File: config.mk
export PLATFORM = sky130hd
export DESIGN_NAME = cross_domain_rx
export DESIGN_NICKNAME = d
export VERILOG_FILES = /design/src/rtl/cross_domain_rx.sv
export SDC_FILE = /design/constraint.sdc
export NUM_CORES = 1
export LEC_CHECK = 0
export CAP_MARGIN = 20
export CORE_ASPECT_RATIO = 0.8
export CORE_MARGIN = 4
export CORE_UTILIZATION = 35
export DETAILED_ROUTE_END_ITERATION = 12
export PLACE_DENSITY = 0.74
export SYNTH_ARGS = -nofsm -noshare
export SYNTH_HDL_FRONTEND = slang
export SYNTH_SLANG_ARGS = --single-unit
File: constraint.sdc
create_clock -name clk -period 1.9 [get_ports clk]
set_clock_uncertainty 0.2 [all_clocks]
set_input_delay 0.57 -clock clk [delete_from_list [all_inputs] [get_ports clk]]
set_output_delay 0.57 -clock clk [all_outputs]
set_load 0.01 [all_outputs]
File: src/rtl/cross_domain_rx.sv
// cross_domain_rx
// Receiving end of a four-phase req/ack bundled-data clock-domain crossing.
// The source holds dataIn stable and raises reqIn; this block synchronizes
// reqIn into clk, captures dataIn, offers the word on a valid/ready interface,
// and raises ackOut only once the local consumer has taken the word. ackOut
// falls after the synchronized request falls.
//
// Parameters:
//   WIDTH        width of the transferred word
//   SYNC_STAGES  flops in the reqIn synchronizer (2..4)
// Ports:
//   clk            block clock
//   reset          synchronous active-high reset
//   reqIn          request level from the source domain (asynchronous)
//   dataIn         bundled data, stable while the request is outstanding
//   ackOut         acknowledge level back to the source, straight from a flop
//   dataOut        captured word (registered)
//   validOut       dataOut holds an unconsumed word
//   readyIn        local consumer accepts when validOut && readyIn
//   protocolError  sticky: reqIn was withdrawn before the acknowledge
module cross_domain_rx #(
  parameter int unsigned WIDTH       = 32,
  parameter int unsigned SYNC_STAGES = 2
) (
  input  logic             clk,
  input  logic             reset,
  input  logic             reqIn,
  input  logic [WIDTH-1:0] dataIn,
  output logic             ackOut,
  output logic [WIDTH-1:0] dataOut,
  output logic             validOut,
  input  logic             readyIn,
  output logic             protocolError
);

  typedef enum logic [1:0] {
    IDLE = 2'd0,
    HOLD = 2'd1,
    ACK  = 2'd2
  } state_t;

  state_t                 state;
  logic [SYNC_STAGES-1:0] sync_q;
  logic                   req_sync;

  // Only the request level crosses through the synchronizer; dataIn is
  // sampled directly because the handshake guarantees it is settled by the
  // time req_sync is seen high.
  always_ff @(posedge clk) begin
    if (reset) begin
      sync_q <= '0;
    end else begin
      sync_q <= {sync_q[SYNC_STAGES-2:0], reqIn};
    end
  end

  assign req_sync = sync_q[SYNC_STAGES-1];

  always_ff @(posedge clk) begin
    if (reset) begin
      state         <= IDLE;
      ackOut        <= 1'b0;
      validOut      <= 1'b0;
      dataOut       <= '0;
      protocolError <= 1'b0;
    end else begin
      case (state)
        IDLE: begin
          if (req_sync) begin
            dataOut  <= dataIn;
            validOut <= 1'b1;
            state    <= HOLD;
          end
        end
        HOLD: begin
          // A withdrawn request is flagged but the held word is still
          // delivered; if acceptance coincides, ACK sees the low request on
          // the next edge and ackOut pulses for a single cycle.
          if (!req_sync) begin
            protocolError <= 1'b1;
          end
          if (readyIn) begin
            validOut <= 1'b0;
            ackOut   <= 1'b1;
            state    <= ACK;
          end
        end
        ACK: begin
          if (!req_sync) begin
            ackOut <= 1'b0;
            state  <= IDLE;
          end
        end
        default: begin
          ackOut   <= 1'b0;
          validOut <= 1'b0;
          state    <= IDLE;
        end
      endcase
    end
  end

endmodule

==> flow_summary.ini, run 1 <==
[timing]
slew_headroom_pct = 75.6
hold_viol_final = 0
fin_crit_ps = 1690
worst_pin_slew_ps = 366
setup_violations = 0
hold_ws_ps = 252
final.setup.tns_ps = 0
layout_setup_ws_ps = 206
final_max_slew_viol_count = 0
finalCritPeriodShare_pct = 89.2
rsz0062_at_grt = false
max_freq_mhz = 590

[worst_setup_path]
cp.required_ps = 1130
cp_top_family = flip-flops
critical_path_class = flop to primary output
worstReg2RegStart = state[1]
cp_slowest_cell = dfxtp_1
arrival_ps = 920
start_kind = flop
reg2reg_depth = 4
worst_r2r_endpoint = dataOut[18]
cp_num_buf_inv = 1
crit_chain = dlygate4sd2_1
crit_path_end_kind = primary output
critPathMaxFanout = 2
r2r_slack_ps = 280
max_stage_delay_ps = 360

[clock_tree]
hold_buffers = 0
cts_max_path_buffers = 2
clk_latency_ps = 280
clock-sinks = 39
cts_made_buffers = 5
ctsHtreeMaxLevel = 2
path_clk_slew_ps = 70
cts_tree = done
clock-root-buffer = clkbuf_8

[synth]
synth-main-ff-cell = dfxtp_1
yosysMostFrequentCell = dfxtp_1
yosysWarnings = 0
synthTopCellsByCount = 39 x dfxtp_1, 35 x nand2_1, 30 x a21oi_2, 30 x nand2_2
ys_ff_latch = 39
synth_cells = 166
yosys.area.top_type_share_pct = 48.8
synth_area_sq_um = 1600
syn_nets = 202
netlist_top_cells_area = dfxtp_1 49%, a21oi_2 16%, nand2_2 12%
synth_edf_count = 0
yosysSeqAreaShare_pct = 48.8
synth.avg_cell_area_sq_um = 9.63
synth_largest_area_cell = dfxtp_1
ys_types = 21
async_flop_share_pct = 0

[detailed_routing]
wl_per_cell_um = 12.2
finalWirelength_um = 3620
antenna_left = 0
vias = 1343
viasPerCell = 4.52
drt_iter0_drc = 37
drcViolationCount = 0
drt_first_pass_iters = 4

[min_path]
min_path_type = flop to flop
hold_depth = 2
min_from = dataOut[13]
min_to = dataOut[13]

[floorplanning]
start_util_pct = 37.3
dieArea_sq_um = 5720
row_count = 21
ios = 71
core_area_sq_um = 4280
die_y_um = 68.5
die_w_um = 83.6

[cells_and_area]
layout.cells.non_filler = 297
fin_nets = 275
synthToLayoutAreaGrowth_pct = 47.5
layout-drive-gt1-share_pct = 32.1
postLayoutCoreUtil_pct = 55.1
antenna_cells = 0
postLayoutCellArea_sq_um = 2360

[global_route]
grt_max_degree = 26
grt_pass1_wl_um = 6080
grt_antenna_before_repair = 0
grt_pass1_vias = 1336
grt-ovfl-total = 0
track_usage_pct = 13.4

[pwr]
p_leak_nw = 0.951
vdd_drop_max_mv = 0.323
power_density_nw_per_um2 = 688
p_total_mw = 1.62

[placement]
hpwlAfterDp_um = 2610
place_congestion = 0.724
post_dp_cell_area_sq_um = 2320
port_buffers = 70
place_inst = 289
place_ws_ps = 137

[run]
drv_cap = 0

[status]
outcome = completed
## per-layer routing
| metal | up-vias | global-route usage, % | wire, um |
|---|---|---|---|
| li1 | 683 | - | - |
| met1 | 611 | 16.3 | 1690 |
| met2 | 44 | 21.0 | 1560 |
| met3 | 5 | 6.14 | 332 |
| met4 | 0 | 5.02 | 36 |
| met5 | - | 0 | 0 |
## how the worst max path moves through the flow
stage / startpoint / cells past startpoint / to / slack [ps]
finish: dataOut[17] / 1 / dataOut[17] / 210
global route: dataOut[17] / 1 / dataOut[17] / 130
CTS: dataOut[17] / 1 / dataOut[17] / 190
detailed placement: readyIn / 2 / state[0] / 140
global placement: readyIn / 4 / ackOut / 190
floorplan: reset / 3 / dataOut[0] / 330
## sequential cells by signal, summed over array words and instances, names as in the netlist
name and cells:
state 2, protocolError 1, ackOut 1, sync_q 2, dataOut 32, validOut 1
## final cells by class
| cell class | instances | area [sq um] |
|---|---|---|
| fill | 416 | 1920 |
| sequential | 39 | 781 |
| multi-input combinational | 115 | 717 |
| timing repair buffer | 77 | 704 |
| clock buffer | 7 | 76.3 |
| tap | 57 | 71.3 |
| clock inverter | 1 | 5.00 |
| inverter | 1 | 3.75 |
## worst min-delay path, cell delays in order, from the launching register on
cell     delay [ps]
dfxtp_1         310
nand2_1          50
a21oi_1          50
## what timing repair did
| item | in CTS | in global routing |
|---|---|---|
| endpoints found under the setup margin | 35 | 0 |
| resized for setup | 35 | 0 |
| setup buffers | 0 | 0 |
## kinds of logic after synthesis
family	Yosys count	share of synthesized area, %
AOI/OAI and AO/OA	38	19.6
buffers and inverters	12	6.73
DFF	39	48.8
and+or+nand+nor	77	24.9
## where the power goes
group | leakage [nW] | switching, mW | internal (mW)
clock network | 0.0422 | 0.266 | 0.257
logic | 0.591 | 0.104 | 0.128
registers | 0.317 | 0.0196 | 0.848
total | 0.951 | 0.390 | 1.23
## cell usage in the layout, fill, tap and decap left out, drive strengths merged
master         instances
a2111oi                1
clkbuf                 7
a21oi                 35
nor3b                  2
nor2b                  3
dlygate4sd2           35
or3b                   2
o31ai                  1
nand2                 65
buf                    8
clkinv                 1
inv                    1
a2bb2oi                1
dfxtp                 39
nor2                   4
clkdlybuf4s50         34
nand3b                 1
Note: power is estimated with default switching activity, not from simulation.
==> run 2: changes to the inputs <==
--- a/config.mk
+++ b/config.mk
@@ -14,3 +14,4 @@
 export SYNTH_ARGS = -nofsm -noshare
 export SYNTH_HDL_FRONTEND = slang
 export SYNTH_SLANG_ARGS = --single-unit
+export TNS_END_PERCENT = 50
==> constraint.sdc (replaced) <==
create_clock -name clk -period 2 [get_ports clk]
set_clock_uncertainty 0.2 [all_clocks]
set_input_delay 0.6 -clock clk [delete_from_list [all_inputs] [get_ports clk]]
set_output_delay 0.6 -clock clk [all_outputs]
set_load 0.01 [all_outputs]
==> flow_summary.ini, run 2 (synthesis results as in run 1) <==
[status]
outcome = completed

[clock_tree]
cts_made_buffers = 5
clock-sinks = 39
ctsHtreeMaxLevel = 2
hold_buffers = 0
clk_latency_ps = 280
clock-root-buffer = clkbuf_8
path_clk_slew_ps = 70
cts_tree = done
cts_max_path_buffers = 2

[floorplanning]
row_count = 21
ios = 71
die_y_um = 68.5
die_w_um = 83.6
start_util_pct = 37.3
core_area_sq_um = 4280
dieArea_sq_um = 5720

[worst_setup_path]
max_stage_delay_ps = 550
crit_chain = clkdlybuf4s50_1
r2r_slack_ps = 380
cp_slowest_cell = clkdlybuf4s50_1
arrival_ps = 1170
cp_top_family = buffers and inverters
crit_path_end_kind = primary output
critical_path_class = flop to primary output
cp.required_ps = 1200
critPathMaxFanout = 2
start_kind = flop
cp_num_buf_inv = 1

[cells_and_area]
layout.cells.non_filler = 296
fin_nets = 274
antenna_cells = 0
largest_register_ffs = 32
layout-drive-gt1-share_pct = 31.8
layout_common_cells = 42 x clkdlybuf4s50_1, 39 x dfxtp_1, 35 x nand2_1
top_regs = dataOut: 32 flops, state: 2 flops, sync_q: 2 flops
synthToLayoutAreaGrowth_pct = 53.3
top_register = dataOut
final_common_cell = clkdlybuf4s50_1
nFillCells = 380

[global_route]
grt_pass1_vias = 1315
grt-ovfl-total = 0
grt_pass1_wl_um = 5960
grt_max_degree = 25
track_usage_pct = 12.7
grt_antenna_before_repair = 0

[placement]
port_buffers = 70
place_inst = 288
hpwlAfterDp_um = 2570
place_congestion = 0.742

[timing]
final.setup.tns_ps = 0
worst_pin_slew_ps = 369
rsz0062_at_grt = false
hold_viol_final = 0
setup_violations = 0
final_max_slew_viol_count = 0
max_freq_mhz = 507
fin_crit_ps = 1970
slew_headroom_pct = 75.4
finalCritPeriodShare_pct = 98.6

[min_path]
min_path_type = flop to flop

[pwr]
vdd_drop_max_mv = 0.403
power_density_nw_per_um2 = 632
p_leak_nw = 1.23

[detailed_routing]
finalWirelength_um = 3620
drt_iter0_drc = 20
wl_per_cell_um = 12.2
drt_first_pass_iters = 2
drcViolationCount = 0
viasPerCell = 4.53
antenna_left = 0
vias = 1340

[run]
drv_cap = 0
## run 2: changes by cell type in the layout (fill, tap and decap cells not counted)
| cell | delta |
|---|---|
| clkdlybuf4s50_1 | +8 |
| dlygate4sd2_1 | -32 |
| dlymetal6s2s_1 | +24 |
| buf_4 | -1 |
## run 2: final cells by class
class	instances	area [sq um]	share of cell area, %
repair buffers	76	797	32.5
flip-flops and latches	39	781	31.9
multi-input cells	115	717	29.2
clock buffers	7	76.3	3.11
well taps	57	71.3	2.91
clock inverters	1	5.00	0.204
inverters	1	3.75	0.153
## run 2: path summary, 6_finish.rpt
path                                  from     endpoint  cells after the start
worst max register to register    state[1]  dataOut[14]                      4
worst min-delay path             sync_q[0]    sync_q[1]                      1
worst max-delay path            dataOut[7]   dataOut[7]                      1
worst min register to register   sync_q[0]    sync_q[1]                      1
## run 2: what timing repair did
action / in CTS / in global routing
endpoints found under the hold margin: 0 / 0
resized for setup: 3 / 24
gates cloned: 0 / 0
setup buffers: 0 / 0
setup endpoints to repair: 3 / 24
## run 2: per-stage QoR
stage / power (mW) / instance area (sq um) / util, % / setup WS (ps) / hold slack (ps)
2_1_floorplan: 0.952 / 1600 / - / 396 / 214
3_3_place_gp: 1.08 / 2310 / 54.0 / 257 / 220
5_1_grt: 1.62 / 2450 / 57.2 / 0.120 / 272
6_report: 1.55 / 2450 / 57.2 / 28.0 / 250
3_5_place_dp: 1.08 / 2310 / 54.0 / 248 / 236
4_1_cts: 1.59 / 2390 / 55.8 / 0.918 / 252
## run 2: power breakdown
| part | total (mW) | switching [mW] | internal, mW |
|---|---|---|---|
| sequential | 0.827 | 0.0210 | 0.806 |
| clock | 0.495 | 0.250 | 0.245 |
| combinational | 0.227 | 0.0956 | 0.132 |
| total | 1.55 | 0.367 | 1.18 |
## run 2: metal layers
metal	vias up	global-route usage, %	part of all wire (%)
met5	-	0	0
met1	614	16.0	46
li1	681	-	-
met3	2	5.17	8.6
met4	0	2.41	0.17
met2	43	20.7	46
==> run 3: changes to the inputs <==
==> config.mk (replaced) <==
export PLATFORM = sky130hd
export DESIGN_NAME = cross_domain_rx
export DESIGN_NICKNAME = d
export VERILOG_FILES = /design/src/rtl/cross_domain_rx.sv
export SDC_FILE = /design/constraint.sdc
export NUM_CORES = 1
export LEC_CHECK = 0
export CAP_MARGIN = 5
export CORE_ASPECT_RATIO = 2
export CORE_MARGIN = 4
export CORE_UTILIZATION = 44
export DETAILED_ROUTE_END_ITERATION = 12
export PLACE_DENSITY = 0.89
export SYNTH_ARGS = -nofsm -noshare
export SYNTH_HDL_FRONTEND = slang
export SYNTH_SLANG_ARGS = --single-unit
export TNS_END_PERCENT = 50
==> flow_summary.ini, run 3 (synthesis results as in run 1) <==
[floorplanning]
die_y_um = 93.3
ios = 71
die_w_um = 50.6
start_util_pct = 46.3
dieArea_sq_um = 4720
core_area_sq_um = 3450
row_count = 30

[detailed_routing]
antenna_left = 0
vias = 1368
viasPerCell = 4.77
drcViolationCount = 0
drt_first_pass_iters = 4
wl_per_cell_um = 13.6
finalWirelength_um = 3910
drt_iter0_drc = 18

[global_route]
track_usage_pct = 17.9
grt_pass1_vias = 1424
grt_max_degree = 25
grt-ovfl-total = 0
grt_pass1_wl_um = 6450
grt_antenna_before_repair = 0

[pwr]
power_density_nw_per_um2 = 642
vdd_drop_max_mv = 0.442
p_leak_nw = 1.27

[cells_and_area]
fin_nets = 274
largest_register_ffs = 32
top_register = dataOut
top_regs = dataOut: 32 flops, state: 2 flops, sync_q: 2 flops
synthToLayoutAreaGrowth_pct = 52.2
layout-drive-gt1-share_pct = 32.6
layout_common_cells = 39 x dfxtp_1, 35 x nand2_1, 35 x clkdlybuf4s50_1
antenna_cells = 0
final_common_cell = dfxtp_1

[timing]
fin_crit_ps = 1960
rsz0062_at_grt = false
finalCritPeriodShare_pct = 97.8
setup_violations = 0
slew_headroom_pct = 79.0
final_max_slew_viol_count = 0
worst_pin_slew_ps = 307
max_freq_mhz = 511
hold_viol_final = 0
final.setup.tns_ps = 0
layout_setup_ws_ps = 43.8

[worst_setup_path]
critPathMaxFanout = 2
reg2reg_depth = 4
start_kind = flop
worst_r2r_endpoint = dataOut[13]
r2r_slack_ps = 380
arrival_ps = 1160
cp_top_family = buffers and inverters
cp_num_buf_inv = 1
cp.required_ps = 1200
critical_path_class = flop to primary output
max_stage_delay_ps = 540
cp_slowest_cell = clkdlybuf4s50_1
worstReg2RegStart = state[1]
crit_path_end_kind = primary output
crit_chain = clkdlybuf4s50_1

[placement]
port_buffers = 70
hpwlAfterDp_um = 2920
place_congestion = 0.754
place_ws_ps = 205

[run]
drv_cap = 0

[min_path]
min_to = sync_q[1]
min_path_type = flop to flop
hold_depth = 1
min_from = sync_q[0]

[clock_tree]
ctsHtreeMaxLevel = 2
hold_buffers = 0
cts_made_buffers = 5
clock-sinks = 39
cts_tree = done
cts_max_path_buffers = 2
clk_latency_ps = 290
clock-root-buffer = clkbuf_8
path_clk_slew_ps = 70
post_cts_buffers = 0

[status]
outcome = completed
==> run 3: cell types whose count changed in the layout (fill, tap and decap cells not counted), sizes merged <==
cell	change
clkbuf	-2
clkdlybuf4s50	-7
clkinv	+2
dlygate4sd2	+7
==> run 3: layout make-up <==
class	instances	area [sq um]
clock buffer	5	68.8
inverter	1	3.75
sequential	39	781
tap	48	60.1
timing repair buffer	76	788
multi-input combinational	115	717
fill	290	1020
clock inverter	3	15.0
==> run 3: worst reg2reg max path, stage by stage (launching register included) <==
cell and delay [ps]:
dfxtp_1 390, or3b_2 500, buf_4 240, nand2_1 100
a21oi_1 60
==> run 3: routing by layer <==
layer	vias to the layer above	routed length, um	track usage, %
met4	0	68	7.42
met3	7	241	5.58
met2	40	2270	33.7
met5	-	0	0
li1	678	-	-
met1	643	1330	17.1
==> run 3: how the worst max path moves through the flow <==
stage,startpoint,end,depth (start not counted)
after CTS,dataOut[29],dataOut[29],1
after floorplan,reset,dataOut[0],3
after detailed placement,readyIn,ackOut,4
after global placement,readyIn,ackOut,4
final,dataOut[13],dataOut[13],1
after global routing,dataOut[13],dataOut[13],1
==> run 3: report_power, final <==
group / internal (mW) / switching, mW
clock network: 0.239 / 0.273
logic: 0.127 / 0.0979
registers: 0.806 / 0.0208
total: 1.17 / 0.392
==> run 3: timing repair <==
item / CTS / global route
endpoints found under the setup margin: 10 / 24
resized for setup: 10 / 24
cloned: 0 / 0
==> run 3: metrics by stage <==
stage	area, sq um	utilization [%]	hold slack [ps]	power, mW	cells
3_3_place_gp	2300	66.7	226	1.08	279
6_report	2430	70.5	240	1.56	287
2_1_floorplan	1600	-	214	0.952	166
5_1_grt	2430	70.5	266	1.64	287
4_1_cts	2370	68.7	246	1.58	287
3_5_place_dp	2300	66.7	228	1.08	279
